==> src/rtl/ex_stage.sv <==
// MIPS execute stage: forwarding muxes, ALU and EX/MEM register; 1-cycle latency.
// stall freezes the EX/MEM register (forwarding source stays valid), flush loads a bubble.
module ex_stage (
    input  logic        Clk,
    input  logic        Reset,
    input  logic        stall,
    input  logic        flush,
    input  logic        PCWre,
    input  logic        if_wr_reg,
    input  logic        isLW,
    input  logic        ALUSrcB,
    input  logic        ALUM2Reg,
    input  logic        DataMemRW,
    input  logic [2:0]  ALUOp,
    input  logic [31:0] readData1,
    input  logic [31:0] readData2,
    input  logic [31:0] targPcOut_ID,
    input  logic [31:0] immediate_32,
    input  logic [4:0]  rs,
    input  logic [4:0]  rt,
    input  logic        rs_src,
    input  logic        rt_src,
    input  logic [4:0]  targReg,
    input  logic        wb_wr_reg,
    input  logic [4:0]  wb_targReg,
    input  logic [31:0] wb_data,
    output logic        PCWre_EX_MEM_out,
    output logic        if_wr_reg_EX_MEM_out,
    output logic        isLW_EX_MEM_out,
    output logic        ALUM2Reg_EX_MEM_out,
    output logic        DataMemRW_EX_MEM_out,
    output logic [31:0] aluResult_EX_MEM_out,
    output logic [31:0] storeData_EX_MEM_out,
    output logic [31:0] targPc_EX_MEM_out,
    output logic [4:0]  targReg_EX_MEM_out,
    output logic        zero_EX_MEM_out
);

    typedef struct packed {
        logic        pc_wre;
        logic        wr_reg;
        logic        is_lw;
        logic        alu_m2reg;
        logic        mem_rw;
        logic [31:0] alu_result;
        logic [31:0] store_data;
        logic [31:0] targ_pc;
        logic [4:0]  targ_reg;
        logic        zero;
    } ex_mem_t;

    ex_mem_t     ex_mem_q, ex_mem_d;
    logic [31:0] a_fwd, b_fwd, alu_b, alu_res;
    logic        exm_fwd_ok;

    // A load's EX/MEM result is an address, not data: loaded values arrive via MEM/WB only.
    assign exm_fwd_ok = ex_mem_q.wr_reg && !ex_mem_q.is_lw;

    always_comb begin
        a_fwd = readData1;
        if (rs_src && rs != 5'd0 && exm_fwd_ok && ex_mem_q.targ_reg == rs)
            a_fwd = ex_mem_q.alu_result;
        else if (rs_src && rs != 5'd0 && wb_wr_reg && wb_targReg == rs)
            a_fwd = wb_data;

        b_fwd = readData2;
        if (rt_src && rt != 5'd0 && exm_fwd_ok && ex_mem_q.targ_reg == rt)
            b_fwd = ex_mem_q.alu_result;
        else if (rt_src && rt != 5'd0 && wb_wr_reg && wb_targReg == rt)
            b_fwd = wb_data;

        alu_b = ALUSrcB ? immediate_32 : b_fwd;
    end

    always_comb begin
        alu_res = 32'h0;
        case (ALUOp)
            3'b000:  alu_res = a_fwd + alu_b;
            3'b001:  alu_res = a_fwd - alu_b;
            3'b010:  alu_res = a_fwd & alu_b;
            3'b011:  alu_res = a_fwd | alu_b;
            3'b100:  alu_res = a_fwd ^ alu_b;
            3'b101:  alu_res = {31'h0, $signed(a_fwd) < $signed(alu_b)};
            3'b110:  alu_res = {31'h0, a_fwd < alu_b};
            3'b111:  alu_res = alu_b << a_fwd[4:0];
            default: alu_res = 32'h0;
        endcase
    end

    always_comb begin
        ex_mem_d = ex_mem_q;
        if (flush) begin
            ex_mem_d = '0;
        end else if (!stall) begin
            ex_mem_d.pc_wre     = PCWre;
            ex_mem_d.wr_reg     = if_wr_reg;
            ex_mem_d.is_lw      = isLW;
            ex_mem_d.alu_m2reg  = ALUM2Reg;
            ex_mem_d.mem_rw     = DataMemRW;
            ex_mem_d.alu_result = alu_res;
            ex_mem_d.store_data = b_fwd;
            ex_mem_d.targ_pc    = targPcOut_ID;
            ex_mem_d.targ_reg   = targReg;
            ex_mem_d.zero       = (alu_res == 32'h0);
        end
    end

    always_ff @(posedge Clk) begin
        if (!Reset) ex_mem_q <= '0;
        else        ex_mem_q <= ex_mem_d;
    end

    assign PCWre_EX_MEM_out     = ex_mem_q.pc_wre;
    assign if_wr_reg_EX_MEM_out = ex_mem_q.wr_reg;
    assign isLW_EX_MEM_out      = ex_mem_q.is_lw;
    assign ALUM2Reg_EX_MEM_out  = ex_mem_q.alu_m2reg;
    assign DataMemRW_EX_MEM_out = ex_mem_q.mem_rw;
    assign aluResult_EX_MEM_out = ex_mem_q.alu_result;
    assign storeData_EX_MEM_out = ex_mem_q.store_data;
    assign targPc_EX_MEM_out    = ex_mem_q.targ_pc;
    assign targReg_EX_MEM_out   = ex_mem_q.targ_reg;
    assign zero_EX_MEM_out      = ex_mem_q.zero;

endmodule
==> config.mk <==
export PLATFORM = sky130hd
export DESIGN_NAME = ex_stage
export DESIGN_NICKNAME = d
export VERILOG_FILES = /design/src/rtl/ex_stage.sv
export SDC_FILE = /design/constraint.sdc
export NUM_CORES = 1
export LEC_CHECK = 0
export BUFFER_PORTS_ARGS = -buffer_cell sky130_fd_sc_hd__clkbuf_2
export CAP_MARGIN = 20
export CORE_UTILIZATION = 51
export DETAILED_ROUTE_END_ITERATION = 10
export PLACE_DENSITY_LB_ADDON = 0.25
export SLEW_MARGIN = 20
export SYNTH_ARGS = -nofsm -noshare
export SYNTH_HDL_FRONTEND = slang
export SYNTH_SLANG_ARGS = --single-unit
export TNS_END_PERCENT = 20
==> constraint.sdc <==
create_clock -name Clk -period 6.2 [get_ports Clk]
set_input_delay 0.31 -clock Clk [delete_from_list [all_inputs] [get_ports Clk]]
set_output_delay 0.31 -clock Clk [all_outputs]
set_load 0.03 [all_outputs]
# Word-level counts from Yosys, hierarchy flattened
# Cells that the tools add are included.
word_totals:
  ff_bits: 107
  inputBits: 196
  out_inout_bits: 107
classes:
  n_addsub: 2
  magnitude_cmp: 2
  n_eq_ne: 11
  shift: 1
  mux: 6
  bitwise: 4
  n_reduce_logical: 17
op_table:
  columns: ["operator", "count"]
  rows:
  - ["$pmux 32 s8", 1]
  - ["$mux 32", 5]
  - ["$lt 32x32->1", 2]
  - ["$add 32x32->32", 1]
  - ["$and 32x32->32", 1]
  - ["$logic_not 32->1", 1]
  - ["$or 32x32->32", 1]
  - ["$shl 32x5->32", 1]
  - ["$sub 32x32->32", 1]
  - ["$xor 32x32->32", 1]
  - ["$eq 5x5->1", 4]
  - ["$eq 3x3->1 const B", 4]
  - ["$logic_and 1x1->1", 11]
  - ["$reduce_bool 5->1", 2]
  - ["$eq 3x2->1 const B", 2]
  - ["$eq 3x1->1 const B", 1]
  - ["$logic_not 3->1", 1]
  - ["$reduce_or 2->1", 1]
  - ["$logic_not 1->1", 1]
  - ["$not 1->1", 1]

# Longest topological paths before layout
depth:
  depth_word: 10
  depth_mapped: 26

# Least setup slack after synthesis
# No wires, ideal clock.
synth_timing:
  kind: "input -> register"
  startpoint: "in rs[0]"
  endpoint: "reg ex_mem_q, in the netlist zero_EX_MEM_out"
  t_arrival_ns: 5.923
  required_ns: 6.116
  setup_slack_ns: 0.192
  stages: 26
  path_buffers: 5
  path_cell_list: "clkbuf_1 > xnor2_1 > nand4_1 > nor2_2 > mux2i_1 > o21a_1 > buf_2 > inv_2 > clkbuf_1 > clkbuf_1 > ha_1 > clkbuf_1 > nand2b_1 > o311ai_0 > a2111oi_0 > nor2b_1 > a211o_1 > a21oi_1 > o221ai_1 > a21oi_1 > nand3_1 > or4_1 > or4_1 > nor4_1 > nand4b_1 > o31ai_2"
synth_between:
  elab_chain_len: 9
  word_cells_on_any_way: 20
  cone_classes: "add/sub: 2; order compare: 2; eq/ne: 2; shift: 1; mux: 3; bitwise: 3; reduce/logical: 7"
synth_lines:
  columns: ["element", "line", "source"]
  rows:
  - ["from (decl)", "19", "input logic [4:0] rs,"]
  - ["$reduce_bool 5->1", "61, 63", null]
  - ["$logic_and 1x1->1", "61, 63", null]
  - ["$logic_and 1x1->1 (2 in series)", "63", "else if (rs_src && rs != 5'd0 && wb_wr_reg && wb_targReg == rs)"]
  - ["$mux 32", "63", null]
  - ["$mux 32 (*)", "61", "if (rs_src && rs != 5'd0 && exm_fwd_ok && ex_mem_q.targ_reg == rs)"]
  - ["$sub 32x32->32 (tied with other cells)", "79", "3'b001: alu_res = a_fwd - alu_b;"]
  - ["$pmux 32 s8 (*)", "77", "case (ALUOp)"]
  - ["$logic_not 32->1 (*)", "104", "ex_mem_d.zero = (alu_res == 32'h0);"]
  - ["to (signal assigned)", "110", "else ex_mem_q <= ex_mem_d;"]
  - ["to (decl)", "52", "ex_mem_t ex_mem_q, ex_mem_d;"]
# Mark *: on every way between the ends. The rest lies on a longest branch, timed or not.
# A chain may end at the register's enable or synchronous reset.

# Worst setup path in the final report
layout_timing:
  startpoint: "reg ex_mem_q, in the netlist targReg_EX_MEM_out[2]"
  endpoint: "reg ex_mem_q, in the netlist zero_EX_MEM_out"
layout_between:
  elab_chain_len: 7
  word_cells_on_any_way: 17
  cone_classes: "add/sub: 2; order compare: 2; eq/ne: 2; shift: 1; mux: 4; bitwise: 3; reduce/logical: 3"
layout_lines:
  columns: ["element", "line", "source"]
  rows:
  - ["$eq 5x5->1", "67", "if (rt_src && rt != 5'd0 && exm_fwd_ok && ex_mem_q.targ_reg == rt)"]
  - ["$logic_and 1x1->1", "67", null]
  - ["$mux 32", "67", null]
  - ["$mux 32", "72", "alu_b = ALUSrcB ? immediate_32 : b_fwd;"]
  - ["$sub 32x32->32 (tied with other cells)", "79", null]
  - ["$pmux 32 s8 (*)", "77", null]
  - ["$logic_not 32->1 (*)", "104", null]
# Marked as above.

==> flow_metrics.tcl <==
set metrics [dict create \
    status "completed" \
    ant_nets 0 \
    synth.most_common_cell "nor2_1" \
    coreArea_sq_mm 0.0242 \
    postCtsHoldBufs 0 \
    synthTopCellsByArea "dfxtp_1 (17%), mux2i_1 (12%), ha_1 (9.7%), nor2_1 (7.4%), a21oi_1 (6.6%)" \
    wl_per_cell_um 23.3 \
    cts_tree "done" \
    worstMarginPinSlew_ns 1.12 \
    synthTopCellsByCount "nor2_1 (247), a21oi_1 (165), mux2i_1 (145)" \
    first_global_vias 14943 \
    place_congestion 1.12 \
    clock_sinks 107 \
    crit_required_ns 6.48 \
    drt_wl_total_um 57600 \
    hp-start "ALUM2Reg" \
    grt_pass1_wl_um 86100 \
    post-route-min-period_ns 6.09 \
    clockRootBuffer "clkbuf_16" \
    post-route-drc-count 0 \
    synth_cell_types 77 \
    core.rowCount 57 \
    syn2layout_area_growth_pct 26.6 \
    report.final.slew_viol_count 0 \
    synth_top_area_share_pct 17.1 \
    synth_edf_count 0 \
    clk_pin_slew_worst_paths_ns 0.09 \
    yosysSeqAreaShare_pct 17.1 \
    hold_viol 0 \
    grtUsageTotal_pct 43.7 \
    ys_seq_elements 107 \
    fin_crit_sh_pct 98.3 \
    via_per_inst 6.45 \
    slew_headroom_pct 24.8 \
    synthFlopType "dfxtp_1" \
    overflow 0 \
    cts_buffers 9 \
    max_cap_violations 0 \
    endpoint_kind "register" \
    pre_cts_ws_ns -0.219 \
    drt_iter0_drc 2342 \
    grt_start_max_net_pins 78 \
    start_kind "register" \
    dieArea_sq_mm 0.0252 \
    skew_ns 0.0143 \
    synth.net_count 2066 \
    setup_viol 0 \
    critPathMaxStageDelay_ns 0.58 \
    hp-class "in -> reg" \
    crit_start "targReg_EX_MEM_out[2]" \
    die_y_um 159 \
    worst_slack_ns 0.108 \
    mappedNetlistArea_sq_mm 0.0126 \
    start_util_pct 51.8 \
    io-pin-count 303 \
    cellPowerDensity_mw_per_mm2 172 \
    path_class "reg -> reg" \
    cp_common_cell "or4_1" \
    place_inst 2452 \
    clk-insertion-delay-late_ns 0.37 \
    postSynthCellCount 1771 \
    port_buffers 302 \
    p_leak_nw 7.46 \
    vdd_drop_max_v 0.000170 \
    h-tree-depth 3 \
    stdcell_count 2472 \
    drt-pass1-iter-count 8 \
    nets 2437 \
    clock_path_buffers 2 \
    path_cells "xnor2_1 > nand4_1 > or3_2 > buf_4 > a311oi_4 > nand2b_2 > inv_1 > fa_1 > nand2b_1 > a31oi_2 > nor2b_1 > o21ai_1 > a211oi_1 > o21bai_1 > a22o_1 > or3_1 > or4_1 > or4_1 > nor4_1 > nand4b_1 > o31ai_2" \
    antenna_found_initial 1 \
    crit_path_top_delay_cell "or4_1" \
    fin_hold_ws_ns 0.165 \
    drive_gt1_share_pct 26.2 \
    worstPathArrival_ns 6.37 \
    power_mw 2.73 \
    r2r-start "targReg_EX_MEM_out[2]" \
    fmax_mhz 164 \
    hpwl_um 45700 \
    synth_warnings 0 \
    yosysTopAreaCell "dfxtp_1" \
    crit_fanout 21 \
    die_w_um 159 \
    ys_async_sr_fraction_pct 0 \
    synth.avg_cell_area_sq_um 7.09 \
    vias 15940 \
]
-- final cells by class --
type / count / area [sq um]
antenna: 1 / 2.50
clock buffer: 9 / 225
clock inverter: 7 / 90.1
fill: 2243 / 8350
inverter: 123 / 462
multi-input combinational: 1412 / 9640
sequential: 107 / 2140
tap: 324 / 405
timing repair buffer: 489 / 2930
-- kinds of logic after synthesis --
logic type	synth area share, %
adder cells (fa/ha/maj)	9.99
AO/OA/AOI/OAI	30.7
buffers and inverters	7.73
XOR/XNOR	2.93
flip-flops	17.1
multiplexers	12.0
AND/OR/NAND/NOR	19.6
-- report_power, final --
part	internal, mW	total [mW]	switching (mW)
clock	0.292	0.600	0.308
combinational	0.544	1.39	0.847
sequential	0.712	0.737	0.0252
total	1.55	2.73	1.18
-- worst paths after layout --
path	end	slack, ns	depth (start not counted)
max reg2reg	zero_EX_MEM_out	0.11	21
max	zero_EX_MEM_out	0.11	21
min	ALUM2Reg_EX_MEM_out	0.17	3
min reg2reg	storeData_EX_MEM_out[2]	0.50	2
-- through the flow --
stage	area [sq um]	setup TNS (ns)	util, %
after floorplan	12600	0	-
after global placement	15400	-0.174	63.5
after detailed placement	15400	-0.219	63.5
after CTS	15700	0	64.8
after global routing	15900	-0.0291	65.6
final	15900	0	65.6
-- repair_timing --
item,in CTS,in global routing
setup endpoints to repair,1,3
pin swaps,0,1
gates cloned,0,0
resized for setup,1,33
setup buffers,0,3
endpoints found under the hold margin,0,0
-- per-layer routing --
metal / routed length [um] / up-vias / global-route usage [%] / share of wire [%]
met5: 0 / - / 0 / 0
met4: 2740 / 0 / 19.7 / 4.8
met3: 7650 / 211 / 12.2 / 13
met2: 24400 / 1102 / 65.7 / 42
met1: 22800 / 7399 / 57.9 / 40
li1: - / 7228 / - / -
-- critical path: cells and delay by family (launching register included) --
| kind | cells | cell delay [ns] |
|---|---|---|
| AO/OA/AOI/OAI | 7 | 1.45 |
| XOR/XNOR | 1 | 0.15 |
| flip-flops | 1 | 0.44 |
| AND/OR/NAND/NOR | 10 | 3.19 |
| adder cells (fa/ha/maj) | 1 | 0.43 |
| buffers and inverters | 2 | 0.35 |
-- sequential cells by signal, summed over array words and instances (netlist names), 5 cells and up --
signal / count
aluResult_EX_MEM_out: 32
storeData_EX_MEM_out: 32
targPc_EX_MEM_out: 32
targReg_EX_MEM_out: 5
-- placed cells by master, fill, tap and decap left out, drive strengths merged, types with 25 or more instances in the layout --
cell / n
a211oi: 36
a21oi: 165
a221o: 25
a311oi: 25
buf: 188
clkbuf: 310
dfxtp: 107
ha: 97
inv: 125
mux2i: 145
nand2: 121
nand3: 28
nor2: 248
nor3: 57
o21ai: 106
o22ai: 26
xnor2: 42
Note: power is estimated with default switching activity, not from simulation.
